### src/rtl/run_monitor_pkg.sv
// Shared types and default parameter values for the run monitor.
package run_monitor_pkg;

    typedef enum logic [1:0] {
        ST_IDLE  = 2'd0,
        ST_RUN   = 2'd1,
        ST_CHECK = 2'd2,
        ST_DONE  = 2'd3
    } state_t;

    localparam int DEF_XLEN      = 32;
    localparam int DEF_NUM_END   = 2;
    localparam int DEF_NUM_CHECK = 4;
    localparam int DEF_TIMEOUT   = 50000;
    localparam int DEF_STALL_CYC = 4;

endpackage

### src/rtl/run_monitor_end_pc_matcher.sv
// Combinational priority match of the current PC against the end-address table.
// The lowest-numbered matching entry wins.
module end_pc_matcher #(
    parameter int XLEN    = 32,
    parameter int NUM_END = 2
) (
    input  logic [XLEN-1:0]         pc,
    input  logic [NUM_END*XLEN-1:0] end_pc,
    output logic                    hit,
    output logic [$clog2(NUM_END+1)-1:0] idx
);
    localparam int IDXW = $clog2(NUM_END + 1);

    logic [NUM_END-1:0] match_s;

    // Scan from the highest entry down so the lowest matching index is the last one written.
    always_comb begin
        hit = 1'b0;
        idx = '0;
        for (int i = NUM_END - 1; i >= 0; i--) begin
            match_s[i] = (pc == end_pc[i*XLEN +: XLEN]);
            hit        = hit | match_s[i];
            idx        = match_s[i] ? IDXW'(i) : idx;
        end
    end

endmodule

### src/rtl/run_monitor.sv
// Run monitor: watches the processor PC for an end address, a self-loop stall or a
// timeout, then walks the register checks through the debug read port and reports.
module run_monitor
    import run_monitor_pkg::*;
#(
    parameter int XLEN      = DEF_XLEN,
    parameter int NUM_END   = DEF_NUM_END,
    parameter int NUM_CHECK = DEF_NUM_CHECK,
    parameter int TIMEOUT   = DEF_TIMEOUT,
    parameter int STALL_CYC = DEF_STALL_CYC
) (
    input  logic                           clk,
    input  logic                           reset,
    input  logic                           start,
    input  logic [XLEN-1:0]                pc,
    input  logic [NUM_END*XLEN-1:0]        end_pc,
    input  logic [NUM_CHECK-1:0]           chk_en,
    input  logic [NUM_CHECK*5-1:0]         chk_reg,
    input  logic [NUM_CHECK*XLEN-1:0]      chk_exp,
    output logic [4:0]                     rf_raddr,
    input  logic [XLEN-1:0]                rf_rdata,
    output logic                           busy,
    output logic                           done,
    output logic                           pass,
    output logic                           timeout,
    output logic [$clog2(NUM_END+1)-1:0]   end_idx,
    output logic [NUM_CHECK-1:0]           fail_mask,
    output logic [31:0]                    cycles,
    output logic [XLEN-1:0]                final_pc
);
    localparam int IDXW = $clog2(NUM_END + 1);
    localparam int CIW  = (NUM_CHECK > 1) ? $clog2(NUM_CHECK) : 1;
    localparam int SCW  = $clog2(STALL_CYC + 1);

    state_t                state_r;
    logic [CIW-1:0]        chk_idx_r;
    logic [SCW-1:0]        stall_cnt_r;
    logic [XLEN-1:0]       last_pc_r;

    logic                  hit_s;
    logic [IDXW-1:0]       hit_idx_s;
    logic [31:0]           cycles_next_s;
    logic [SCW-1:0]        stall_next_s;
    logic                  stall_s;
    logic                  timeout_s;
    logic                  last_chk_s;
    logic [CIW-1:0]        next_idx_s;
    logic [4:0]            next_reg_s;
    logic [XLEN-1:0]       exp_s;
    logic                  mismatch_s;
    logic [NUM_CHECK-1:0]  fail_next_s;

    end_pc_matcher #(
        .XLEN    (XLEN),
        .NUM_END (NUM_END)
    ) u_end_pc_matcher (
        .pc     (pc),
        .end_pc (end_pc),
        .hit    (hit_s),
        .idx    (hit_idx_s)
    );

    // Next-value terms for the RUN and CHECK phases.
    always_comb begin
        cycles_next_s = (cycles == 32'hFFFF_FFFF) ? cycles : (cycles + 32'd1);
        // A zero count means no PC has been sampled yet in this run.
        stall_next_s  = ((stall_cnt_r != '0) && (pc == last_pc_r)) ? (stall_cnt_r + SCW'(1)) : SCW'(1);
        stall_s       = (stall_next_s >= SCW'(STALL_CYC));
        timeout_s     = (cycles_next_s >= 32'(TIMEOUT));
        last_chk_s    = (chk_idx_r == CIW'(NUM_CHECK - 1));
        next_idx_s    = last_chk_s ? '0 : (chk_idx_r + CIW'(1));
        next_reg_s    = chk_reg[32'(next_idx_s)*5 +: 5];
        exp_s         = chk_exp[32'(chk_idx_r)*XLEN +: XLEN];
        mismatch_s    = chk_en[chk_idx_r] && (rf_rdata != exp_s);
        fail_next_s   = fail_mask | (mismatch_s ? (NUM_CHECK'(1) << chk_idx_r) : '0);
    end

    // Control FSM with all result outputs held in registers.
    always_ff @(posedge clk or posedge reset) begin
        if (reset) begin
            state_r     <= ST_IDLE;
            chk_idx_r   <= '0;
            stall_cnt_r <= '0;
            last_pc_r   <= '0;
            rf_raddr    <= 5'd0;
            busy        <= 1'b0;
            done        <= 1'b0;
            pass        <= 1'b0;
            timeout     <= 1'b0;
            end_idx     <= '0;
            fail_mask   <= '0;
            cycles      <= 32'd0;
            final_pc    <= '0;
        end else begin
            case (state_r)
                ST_IDLE, ST_DONE: begin
                    if (start) begin
                        state_r     <= ST_RUN;
                        chk_idx_r   <= '0;
                        stall_cnt_r <= '0;
                        last_pc_r   <= '0;
                        rf_raddr    <= 5'd0;
                        busy        <= 1'b1;
                        done        <= 1'b0;
                        pass        <= 1'b0;
                        timeout     <= 1'b0;
                        end_idx     <= '0;
                        fail_mask   <= '0;
                        cycles      <= 32'd0;
                        final_pc    <= '0;
                    end
                end
                ST_RUN: begin
                    cycles      <= cycles_next_s;
                    stall_cnt_r <= stall_next_s;
                    last_pc_r   <= pc;
                    if (hit_s) begin
                        state_r   <= ST_CHECK;
                        end_idx   <= hit_idx_s;
                        final_pc  <= pc;
                        chk_idx_r <= '0;
                        rf_raddr  <= chk_reg[4:0];
                    end else if (stall_s) begin
                        state_r   <= ST_CHECK;
                        end_idx   <= IDXW'(NUM_END);
                        final_pc  <= pc;
                        chk_idx_r <= '0;
                        rf_raddr  <= chk_reg[4:0];
                    end else if (timeout_s) begin
                        state_r <= ST_DONE;
                        busy    <= 1'b0;
                        done    <= 1'b1;
                        timeout <= 1'b1;
                        pass    <= 1'b0;
                    end
                end
                ST_CHECK: begin
                    fail_mask <= fail_next_s;
                    chk_idx_r <= next_idx_s;
                    if (last_chk_s) begin
                        state_r  <= ST_DONE;
                        rf_raddr <= 5'd0;
                        busy     <= 1'b0;
                        done     <= 1'b1;
                        pass     <= (fail_next_s == '0);
                    end else begin
                        rf_raddr <= next_reg_s;
                    end
                end
                default: begin
                    state_r  <= ST_IDLE;
                    rf_raddr <= 5'd0;
                    busy     <= 1'b0;
                    done     <= 1'b0;
                    pass     <= 1'b0;
                end
            endcase
        end
    end

endmodule

### config.mk
export PLATFORM = sky130hd
export DESIGN_NAME = run_monitor
export DESIGN_NICKNAME = d
export VERILOG_FILES = /design/src/rtl/run_monitor_pkg.sv /design/src/rtl/run_monitor_end_pc_matcher.sv /design/src/rtl/run_monitor.sv
export SDC_FILE = /design/constraint.sdc
export NUM_CORES = 1
export LEC_CHECK = 0
export BUFFER_PORTS_ARGS = -buffer_cell sky130_fd_sc_hd__clkbuf_2
export CAP_MARGIN = 40
export CORE_MARGIN = 4
export CORE_UTILIZATION = 25
export DETAILED_ROUTE_END_ITERATION = 12
export SYNTH_ARGS = -nofsm -noshare
export SYNTH_HDL_FRONTEND = slang
export SYNTH_SLANG_ARGS = --single-unit
### constraint.sdc
create_clock -name clk -period 4.05 [get_ports clk]
set_input_delay 0.405 -clock clk [delete_from_list [all_inputs] [get_ports clk]]
set_output_delay 0.405 -clock clk [all_outputs]
set_load 0.01 [all_outputs]
==> results.tsv, run 1 <==
stage	metric	value	unit
timing	clock skew	0.0100	ns
timing	setup tns final	0	ns
global_route	gr usage total	17.8	%
cells_and_area	P&R area growth vs syn	34.0	%
placement	placed cells	1614	
placement	Port Buffers	361	
synth	post-synthesis sequential area ratio	35.7	%
setup_path	CP Launch Type	register	
clock_tree	clock sink count	118	
synth	most used flip-flop cell after synthesis	dfrtp_1	
timing	relative slew slack	47.8	%
cells_and_area	number of diodes	0	
power_and_ir_drop	switching pwr	2200	uW
timing	final worst setup slack	0.457	ns
timing	Max Freq	278	MHz
setup_path	CP Capture Type	register	
floorplan	row cnt	66	
power_and_ir_drop	Sequential Power Share	28.0	%
clock_tree	worst skew pair latency	0.43	ns
cells_and_area	fin util	34.0	%
floorplan	Starting Density	25.4	%
floorplan	I/O pins	362	
cells_and_area	most frequent cells in the layout	clkbuf_2, dfrtp_1, nand2_1	
global_route	gr ovfl total	0	
clock_tree	# resized after CTS	0	
setup_path	Worst R2R End	pass$_DFFE_PP0P_	
timing	worst-margin pin slew	0.783	ns
setup_path	Setup CP Type	register to register	
cells_and_area	commonest non-fill, non-tap cell in the layout	clkbuf_2	
placement	routability congestion estimate	0.885	
clock_tree	root buf cell	clkbuf_16	
detailed_routing	post-route ant nets	0	
setup_path	critical path peak fanout	14	
outcome	violated checks	hold timing	
timing	max-slew violations	0	
setup_path	reg2reg setup slack	0.46	ns
detailed_routing	Via density	4.92	
timing	RSZ-0062 raised after global routing	false	
power_and_ir_drop	Gate power share	42.4	%
power_and_ir_drop	Int Power	3380	uW
detailed_routing	DR vias	8106	
cells_and_area	Layout Nets	1483	
clock_tree	Bufs on Longest Clock Path	2	
global_route	first-pass GRT wire length	49.0	mm
clock_tree	H-tree level count	4	
clock_tree	clk slew on worst S/H paths	0.06	ns
power_and_ir_drop	Max VDD drop	0.413	mV
synth	Synth async-reset ratio	100	%
detailed_routing	Residual DRC	0	
setup_path	RR Startpoint	cycles[5]$_DFFE_PP0P_	
setup_path	critical path data required time	4.36	ns
synth	post-synthesis average cell area	9.41	um^2
global_route	largest net degree at the start of global routing	71	
setup_path	R2R depth	9	
detailed_routing	routed length per instance	20.5	um
synth	Post-Syn Area	0.00827	mm^2
floorplan	Die ar.	0.0361	mm^2
synth	Synthesis Warnings	0	
floorplan	core area	0.0326	mm^2
timing	Hold Slack	-0.0107	ns
detailed_routing	final WL	33.7	mm
power_and_ir_drop	overall power	5570	uW
cells_and_area	share of cells above drive strength 1	38.5	%
power_and_ir_drop	Clk pwr share	29.5	%
detailed_routing	DRT iter0 DRCs	513	
placement	DP Worst Slack	0.546	ns
timing	Final Hold Fails	5	
floorplan	Die W	190	um
global_route	vias in the first global route	8167	
power_and_ir_drop	pwr/cell area	503	mW/mm^2
global_route	initial antenna violation count	0	
timing	min Tclk post-route	3.59	ns
synth	Post-Synthesis Cells	879	
power_and_ir_drop	switching share of power	39.4	%
power_and_ir_drop	P_leak	0.00526	uW
synth	syn nets	1171	
placement	Detailed Place HPWL	26.7	mm
clock_tree	Hold-fix buffers, CTS	0	
synth	synthesized flop and latch total	118	
outcome	status	finished, violations left	
clock_tree	CTS tree	built	
timing	final setup fails	0	
worst_hold_path	Hold Path Class	primary input to asynchronous set/reset pin	
synth	Distinct cells, synth	60	
timing	period utilisation layout	88.7	%
run	Max Cap Viol	0	
cells_and_area	fin cells	1646	
clock_tree	CTS Buf Count	17	
floorplan	die height	190	um
detailed_routing	Pre-Repair DR Iteration Count	5	
synth	number of synthesized flops with an enable pin	0	
setup_path	Critical Path AT	3.90	ns
clock_tree	Post-CTS Setup Inserts	0	
## sequential cells by signal, summed over array words and instances, names as in the netlist
signal	cells
cycles	32
final_pc	32
last_pc_r	32
rf_raddr	5
fail_mask	4
stall_cnt_r	3
chk_idx_r	2
end_idx	2
state_r	2
busy	1
done	1
pass	1
timeout	1
## power by group through the flow
stage	Clock [uW]	Sequential [uW]	Combinational, uW
4_1_cts	1690	1570	2400
3_3_place_gp	0	1580	2370
6_report	1650	1560	2360
2_1_floorplan	0	1550	1610
3_5_place_dp	0	1590	2390
5_1_grt	1730	1590	2600
## kinds of logic after synthesis
logic type	Yosys count	share of synthesized area, %
DFF	118	35.7
and+or+nand+nor	310	19.3
xor gates and xnor gates	134	14.2
AOI/OAI and AO/OA	166	13.2
adders and majority gates	9	1.36
muxes	50	11.9
buffers and inverters	92	4.37
## critical path, stage by stage, from the launching register on
cell	delay [ns]
dfrtp_1	0.49
nand4_1	0.18
nor4_1	0.61
o31a_1	0.61
and2_4	0.30
nand2_1	0.07
a2111o_1	0.47
nor4_4	0.35
nor3_2	0.08
mux2_4	0.30
## through the flow
stage / cell area, um^2 / hold slack, ns
5_1_grt: 11100 / 0.0158
2_1_floorplan: 8270 / 0.468
3_5_place_dp: 10400 / 0.461
3_3_place_gp: 10400 / 0.470
6_report: 11100 / -0.0107
4_1_cts: 11100 / 0.00201
## routing by layer
metal / wire length, um / track usage [%] / vias up
met2: 17800 / 32.9 / 346
met4: 872 / 6.54 / 0
met1: 12900 / 20.1 / 3910
met3: 2160 / 3.63 / 45
li1: - / - / 3805
met5: 0 / 0 / -
## cell type report
class	instances	area, um^2
clock inverter	11	174
inverter	10	40.0
clock buffer	21	460
sequential	118	2950
fill	3391	21500
tap	442	553
timing repair buffer	375	1940
multi-input combinational	669	4960
## how the worst max path moves through the flow
stage	slack, ns	endpoint	from	depth (start not counted)
6_report	0.46	pass$_DFFE_PP0P_	cycles[5]$_DFFE_PP0P_	9
5_1_grt	0.27	pass$_DFFE_PP0P_	cycles[5]$_DFFE_PP0P_	9
4_1_cts	0.54	pass$_DFFE_PP0P_	cycles[5]$_DFFE_PP0P_	9
3_5_place_dp	0.55	pass$_DFFE_PP0P_	cycles[5]$_DFFE_PP0P_	9
3_3_place_gp	0.66	pass$_DFFE_PP0P_	cycles[6]$_DFFE_PP0P_	9
2_1_floorplan	0.52	busy$_DFFE_PP0P_	reset	1
## cell usage after synthesis, types with 9 or more instances
cell        n  area share [%]
a21oi_1    25             1.5
a22o_1     35             3.7
and3_1     17             1.3
buf_1       9            0.41
clkbuf_1   65             3.0
dfrtp_1   118              36
ha_1        9             1.4
inv_1      10            0.45
mux2i_1     9             1.1
mux4_2     38              10
nand2_1   116             5.3
nand3_1    53             3.2
nand4_1    33             2.5
nor2_1     22             1.0
nor4_1     26             2.0
o21ai_0    49             3.0
o21ai_1    10            0.61
o31ai_1    11             1.0
xnor2_1    56             5.9
xor2_1     78             8.3
No activity file was read; power rests on OpenSTA's default activity.
==> inputs of run 2 (changes only) <==
==> constraint.sdc (replaced) <==
create_clock -name clk -period 4.47 [get_ports clk]
set_input_delay 0.447 -clock clk [delete_from_list [all_inputs] [get_ports clk]]
set_output_delay 0.447 -clock clk [all_outputs]
set_load 0.01 [all_outputs]
==> run 2 against run 1 <==
- the run now ends clean
- largest cell class unchanged
- global-route usage fell by 0.10 points
- die area unchanged
- first-iteration DRC count is 6.6% lower
- highest routed layer unchanged
==> results.tsv, run 2 (synthesized netlist as in run 1, its figures left out) <==
stage	metric	value	unit	change
outcome	status	finished, final reports clean		was finished, violations left
clock_tree	worst skew pair latency	0.43	ns	about the same
timing	Final Hold Fails	0		was 5
run	Max Cap Viol	0		unchanged
timing	period utilisation layout	79.0	%	was 88.7%
power_and_ir_drop	Max VDD drop	0.328	mV	was 0.413 mV
placement	Port Buffers	361		unchanged
cells_and_area	largest registers	cycles (32), final_pc (32), last_pc_r (32)		unchanged
cells_and_area	P&R area growth vs syn	34.4	%	was 34.0%
cells_and_area	Layout Nets	1486		was 1,483
detailed_routing	Residual DRC	0		unchanged
timing	min Tclk post-route	3.53	ns	was 3.59 ns
clock_tree	CTS Buf Count	17		unchanged
setup_path	CP Launch Type	register		unchanged
power_and_ir_drop	P_leak	0.00528	uW	was 0.00526 uW
floorplan	Die ar.	0.0361	mm^2	unchanged
setup_path	critical path peak fanout	14		unchanged
power_and_ir_drop	pwr/cell area	452	mW/mm^2	was 503 mW/mm^2
setup_path	critical path data required time	4.78	ns	was 4.36 ns
detailed_routing	DR WL met3	2.19	mm	was 2.16 mm
timing	Max Freq	283	MHz	was 278 MHz
timing	RSZ-0062 raised after global routing	false		unchanged
floorplan	die height	190	um	unchanged
setup_path	Worst R2R End	pass$_DFFE_PP0P_		unchanged
power_and_ir_drop	Int Power	3020	uW	was 3380 uW
global_route	initial antenna violation count	1		was 0
detailed_routing	routed length per instance	20.3	um	was 20.5 um
timing	final setup fails	0		unchanged
placement	Detailed Place HPWL	26.7	mm	about the same
power_and_ir_drop	Clk pwr share	29.0	%	was 29.5%
power_and_ir_drop	switching pwr	2000	uW	was 2200 uW
cells_and_area	commonest non-fill, non-tap cell in the layout	clkbuf_2		unchanged
detailed_routing	Via density	4.96		was 4.92
global_route	gr ovfl total	0		unchanged
placement	routability congestion estimate	0.915		was 0.885
cells_and_area	fin area	0.0111	mm^2	about the same
worst_hold_path	Hold Path End	last_pc_r[10]$_DFFE_PP0P_		
worst_hold_path	Hold Path Class	primary input to register		was primary input to asynchronous set/reset pin
detailed_routing	DR vias	8179		was 8,106
floorplan	core area	0.0326	mm^2	unchanged
floorplan	I/O pins	362		unchanged
clock_tree	clock sink count	118		unchanged
timing	final worst setup slack	0.941	ns	was 0.457 ns
clock_tree	CTS tree	built		unchanged
floorplan	Starting Density	25.4	%	unchanged
power_and_ir_drop	switching share of power	39.8	%	was 39.4%
power_and_ir_drop	Sequential Power Share	28.1	%	was 28.0%
detailed_routing	top sig layer	met4		unchanged
placement	DP Area	0.0105	mm^2	was 0.0104 mm^2
detailed_routing	WL met1	12.6	mm	was 12.9 mm
timing	relative slew slack	49.4	%	was 47.8%
detailed_routing	met2 WL	17.8	mm	about the same
detailed_routing	Pre-Repair DR Iteration Count	5		unchanged
clock_tree	root buf cell	clkbuf_16		unchanged
global_route	first-pass GRT wire length	48.8	mm	was 49.0 mm
detailed_routing	post-route ant nets	0		unchanged
clock_tree	# resized after CTS	0		unchanged
timing	Hold Slack	0.316	ns	was -0.0107 ns
power_and_ir_drop	Gate power share	42.9	%	was 42.4%
timing	worst-margin pin slew	0.758	ns	was 0.783 ns
timing	max-slew violations	0		unchanged
cells_and_area	most frequent cells in the layout	clkbuf_2, dfrtp_1, nand2_1		unchanged
setup_path	Critical Path AT	3.83	ns	was 3.90 ns
clock_tree	H-tree level count	4		unchanged
floorplan	row cnt	66		unchanged
worst_hold_path	Hold Path Depth	3		
global_route	vias in the first global route	8034		was 8,167
detailed_routing	DRT iter0 DRCs	479		was 513
global_route	largest net degree at the start of global routing	57		was 71
floorplan	Die W	190	um	unchanged
worst_hold_path	hold wc startpoint	pc[10]		
setup_path	reg2reg setup slack	0.94	ns	was 0.46 ns
cells_and_area	fin cells	1650		was 1,646
clock_tree	clk slew on worst S/H paths	0.06	ns	about the same
setup_path	CP Capture Type	register		unchanged
setup_path	R2R depth	9		unchanged
placement	DP Worst Slack	1.04	ns	was 0.546 ns
global_route	gr usage total	17.7	%	was 17.8%
clock_tree	Bufs on Longest Clock Path	2		unchanged
detailed_routing	final WL	33.5	mm	was 33.7 mm
timing	clock skew	0.0104	ns	was 0.0100 ns
timing	setup tns final	0	ns	unchanged
setup_path	Setup CP Type	register to register		unchanged
setup_path	RR Startpoint	cycles[6]$_DFFE_PP0P_		was cycles[5]$_DFFE_PP0P_
cells_and_area	share of cells above drive strength 1	38.6	%	was 38.5%
placement	placed cells	1616		was 1,614
## run 2: routing by layer
metal  up-vias  track usage [%]
li1       3816                -
met2       319             32.3
met5         -                0
met3        44             3.89
met4         0             6.26
met1      4000             20.3
## run 2: repair_timing
action                    in CTS  in global routing
hold endpoints to repair      23                  0
buffers inserted               0                  0
hold buffers                   1                  0
## run 2: how the worst max path moves through the flow
stage                           from                     end  cells past startpoint
2_1_floorplan                  reset        busy$_DFFE_PP0P_                      1
3_3_place_gp   cycles[0]$_DFFE_PP0P_  state_r[0]$_DFFE_PP0P_                     10
3_5_place_dp   cycles[6]$_DFFE_PP0P_        pass$_DFFE_PP0P_                      9
4_1_cts        cycles[0]$_DFFE_PP0P_        pass$_DFFE_PP0P_                     10
5_1_grt        cycles[0]$_DFFE_PP0P_  state_r[0]$_DFFE_PP0P_                     10
6_report       cycles[6]$_DFFE_PP0P_        pass$_DFFE_PP0P_                      9
## run 2: power groups by stage
stage	sequential [uW]	combinational [uW]	clock [uW]
3_5_place_dp	1430	2190	0
3_3_place_gp	1440	2140	0
5_1_grt	1440	2380	1540
4_1_cts	1410	2210	1500
6_report	1410	2160	1460
2_1_floorplan	1400	1460	0
## run 2: metrics by stage
stage                     utilization, %  total power, uW
after global routing                34.1             5350
final                               34.1             5030
after global placement              31.9             3580
after detailed placement            32.1             3620
after CTS                           34.1             5120
after floorplan                        -             2860
## run 2: critical path: stages, from the launching register on
cell	delay, ns
dfrtp_1	0.50
nand4_1	0.19
nor4_1	0.58
o31a_1	0.57
and2_4	0.29
nand2_1	0.07
a2111o_1	0.47
nor4_4	0.35
nor3_2	0.08
mux2_4	0.30
## run 2: area by class of cell
type	instances	area [um^2]
tap	442	553
inverter	10	40.0
sequential	118	2950
multi-input combinational	669	4960
timing repair buffer	378	1980
fill	3369	21500
clock inverter	12	168
clock buffer	20	457
antenna	1	2.50
==> inputs of run 3 (changes only) <==
--- a/config.mk
+++ b/config.mk
@@ -5,6 +5,7 @@
 export SDC_FILE = /design/constraint.sdc
 export NUM_CORES = 1
 export LEC_CHECK = 0
+export ABC_AREA = 1
 export BUFFER_PORTS_ARGS = -buffer_cell sky130_fd_sc_hd__clkbuf_2
 export CAP_MARGIN = 40
 export CORE_MARGIN = 4
==> constraint.sdc (replaced) <==
create_clock -name clk -period 3.3 [get_ports clk]
set_input_delay 0.33 -clock clk [delete_from_list [all_inputs] [get_ports clk]]
set_output_delay 0.33 -clock clk [all_outputs]
set_load 0.01 [all_outputs]
==> run 3 against run 2 <==
- global-route usage shrank 0.53 points
- first-iteration DRC count rose by 6.3%
- routed wire length grew 4.1%
==> results.tsv, run 3 <==
stage	metric	value	unit	change
timing	clock skew	0.0168	ns	was 0.0104 ns
timing	final setup fails	0		unchanged
global_route	GRT met2 Usage	30.7	%	was 32.3%
global_route	GR Util met1	20.0	%	was 20.3%
synth	Distinct cells, synth	36		was 60
setup_path	CP peak stage delay	0.44	ns	was 0.58 ns
synth	Synth async-reset ratio	100	%	unchanged
synth	most used flip-flop cell after synthesis	dfrtp_1		unchanged
synth	post-synthesis average cell area	6.57	um^2	was 9.41 um^2
setup_path	Critical Path AT	2.98	ns	was 3.83 ns
synth	commonest cells in the netlist	nand2_1, nand3_1, inv_1		was dfrtp_1, nand2_1, xor2_1
detailed_routing	DRT iter0 DRCs	509		was 479
power_and_ir_drop	pwr/cell area	601	mW/mm^2	was 452 mW/mm^2
setup_path	Setup CP Type	register to register		unchanged
synth	post-synth top area cell	dfrtp_1		unchanged
synth	post-synth top area share	32.6	%	was 35.7%
detailed_routing	Via density	4.58		was 4.96
timing	max-slew violations	0		unchanged
clock_tree	CTS Buf Count	17		unchanged
worst_hold_path	Hold Path Class	primary input to asynchronous set/reset pin		was primary input to register
setup_path	CP Launch Type	register		unchanged
timing	worst-margin pin slew	0.658	ns	was 0.758 ns
synth	post-synthesis sequential area ratio	32.6	%	was 35.7%
floorplan	die height	198	um	was 190 um
timing	period utilisation layout	79.9	%	was 79.0%
floorplan	row cnt	69		was 66
synth	number of synthesized flops with an enable pin	0		unchanged
synth	most area-consuming cells after synthesis	dfrtp_1, nand2_1, nand3_1		was dfrtp_1, mux4_2, xor2_1
detailed_routing	post-route ant nets	0		unchanged
global_route	GR peak layer	met2		unchanged
clock_tree	Post-CTS Setup Inserts	0		unchanged
synth	Post-Syn Area	0.00906	mm^2	was 0.00827 mm^2
cells_and_area	largest registers	cycles (32), final_pc (32), last_pc_r (32)		unchanged
cells_and_area	commonest non-fill, non-tap cell in the layout	nand2_1		was clkbuf_2
floorplan	core area	0.0357	mm^2	was 0.0326 mm^2
setup_path	Buffers & Inverters on Critical Path	1		was 0
setup_path	Cell Chain, Critical Path	ha_1, nand3_2, inv_2, nand2_4, nor2_8, nand2_4, nand3_1, nor2_1, nand2_1, nand2_1, nand3_1, nor2_2, nand3_1, nand2_1, nand2_1, nand2_1		was nand4_1, nor4_1, o31a_1, and2_4, nand2_1, a2111o_1, nor4_4, nor3_2, mux2_4
synth	Post-Synthesis Cells	1380		was 879
global_route	gr ovfl total	0		unchanged
timing	Max Freq	379	MHz	was 283 MHz
setup_path	CP Capture Type	register		unchanged
clock_tree	root buf cell	clkbuf_16		unchanged
timing	relative slew slack	56.1	%	was 49.4%
cells_and_area	most frequent cells in the layout	nand2_1, clkbuf_2, nand3_1		was clkbuf_2, dfrtp_1, nand2_1
setup_path	CP max stage cell	dfrtp_1		was nor4_1
placement	Port Buffers	361		unchanged
synth	dominant cell by count in the synthesized netlist	nand2_1		was dfrtp_1
clock_tree	Bufs on Longest Clock Path	2		unchanged
clock_tree	Hold-fix buffers, CTS	0		was 1
clock_tree	H-tree level count	4		unchanged
floorplan	Starting Density	25.4	%	about the same
cells_and_area	number of diodes	0		was 1
global_route	gr usage total	17.1	%	was 17.7%
clock_tree	worst skew pair latency	0.42	ns	was 0.43 ns
cells_and_area	P&R area growth vs syn	31.5	%	was 34.4%
setup_path	critical path data required time	3.65	ns	was 4.78 ns
floorplan	Die ar.	0.0394	mm^2	was 0.0361 mm^2
floorplan	I/O pins	362		unchanged
synth	syn nets	1672		was 1,171
setup_path	critical path peak fanout	31		was 14
global_route	initial antenna violation count	0		was 1
power_and_ir_drop	Max VDD drop	0.418	mV	was 0.328 mV
cells_and_area	share of cells above drive strength 1	26.3	%	was 38.6%
cells_and_area	fin cells	2197		was 1,650
clock_tree	clk slew on worst S/H paths	0.06	ns	about the same
setup_path	crit-path most repeated cell	nand2_1		
timing	min Tclk post-route	2.64	ns	was 3.53 ns
clock_tree	# resized after CTS	0		unchanged
clock_tree	CTS tree	built		unchanged
outcome	status	finished, final reports clean		unchanged
run	Max Cap Viol	0		unchanged
cells_and_area	Layout Nets	2016		was 1,486
timing	RSZ-0062 raised after global routing	false		unchanged
detailed_routing	Pre-Repair DR Iteration Count	7		was 5
clock_tree	clock sink count	118		unchanged
timing	final worst setup slack	0.663	ns	was 0.941 ns
timing	setup tns final	0	ns	unchanged
detailed_routing	routed length per instance	15.9	um	was 20.3 um
placement	Detailed Place HPWL	27.9	mm	was 26.7 mm
detailed_routing	Residual DRC	0		unchanged
global_route	vias in the first global route	9947		was 8,034
detailed_routing	DR vias	10100		was 8,179
synth	synthesized flop and latch total	118		unchanged
timing	Final Hold Fails	0		unchanged
floorplan	Die W	198	um	was 190 um
placement	routability congestion estimate	0.931		was 0.915
detailed_routing	final WL	34.8	mm	was 33.5 mm
synth	Synthesis Warnings	0		unchanged
power_and_ir_drop	P_leak	0.00617	uW	was 0.00528 uW
placement	DP Worst Slack	0.613	ns	was 1.04 ns
setup_path	reg2reg setup slack	0.66	ns	was 0.94 ns
setup_path	family with the most delay on the worst path	simple AND/OR/NAND/NOR gates		unchanged
global_route	first-pass GRT wire length	53.3	mm	was 48.8 mm
global_route	met3 Usage GRT	3.96	%	was 3.89%
global_route	largest net degree at the start of global routing	119		was 57
placement	placed cells	2166		was 1,616
[run 3: changes by cell type after synthesis, sizes merged, moves of 35 or more]
cell and change:
nor2 +91, nand2 +373, nand3 +124, mux4 -38, a22o -35, inv +124
clkbuf -46, xor2 -52
[run 3: final cells by class]
class / count / area [um^2]
clock buffers: 21 / 460
clock inverters: 10 / 124
fillers: 3911 / 23700
inverters: 134 / 507
multi-input cells: 1075 / 5330
flip-flops and latches: 118 / 2950
well taps: 461 / 577
repair buffers: 378 / 1970
[run 3: worst paths after layout]
path                                          from                       end  depth (start not counted)
min                                          reset  last_pc_r[7]$_DFFE_PP0P_                          3
max in group asynchronous                    reset  chk_idx_r[0]$_DFFE_PP0P_                          3
min in group clk                            pc[12]  final_pc[12]$_DFFE_PP0P_                          3
max reg2reg                  cycles[0]$_DFFE_PP0P_    state_r[1]$_DFFE_PP0P_                         16
min reg2reg                rf_raddr[3]$_DFFE_PP0P_   rf_raddr[3]$_DFFE_PP0P_                          2
max                          cycles[0]$_DFFE_PP0P_    state_r[1]$_DFFE_PP0P_                         16
[run 3: worst min-delay path: stages]
cell	delay, ns
clkbuf_2	0.10
clkinvlp_4	0.07
buf_12	0.49
[run 3: logic make-up (layout without fill, tap and decap cells)]
| logic type | Yosys count | after routing | synth area share (%) |
|---|---|---|---|
| simple gates | 827 | 827 | 39.2 |
| mux | 1 | 1 | 0.110 |
| fa+ha+maj | 9 | 9 | 1.24 |
| compound gates | 150 | 150 | 9.68 |
| flops | 118 | 118 | 32.6 |
| buf+inv | 187 | 543 | 8.66 |
| xor+xnor | 88 | 88 | 8.50 |
[run 3: per-layer routing]
layer | wire length, um | vias up
met5 | 0 | -
met4 | 1080 | 0
met3 | 2790 | 57
met2 | 17000 | 416
met1 | 14000 | 4461
li1 | - | 5136
[run 3: power by group]
group / switching, uW / leakage [uW] / internal, uW / total [uW]
Clock: 706 / 0.000280 / 1150 / 1860
Combinational: 2280 / 0.00430 / 1090 / 3370
Sequential: 203 / 0.00159 / 1740 / 1940
Total: 3190 / 0.00617 / 3980 / 7170
[run 3: stage by stage]
step	hold WS, ns	total power [uW]	util [%]	instance area [um^2]
floorplan	0.461	4220	-	9070
global placement	0.461	5350	31.8	11300
detailed placement	0.471	5390	31.8	11300
CTS	0.122	7270	33.4	11900
global route	0.158	7760	33.4	11900
finish	0.107	7170	33.4	11900
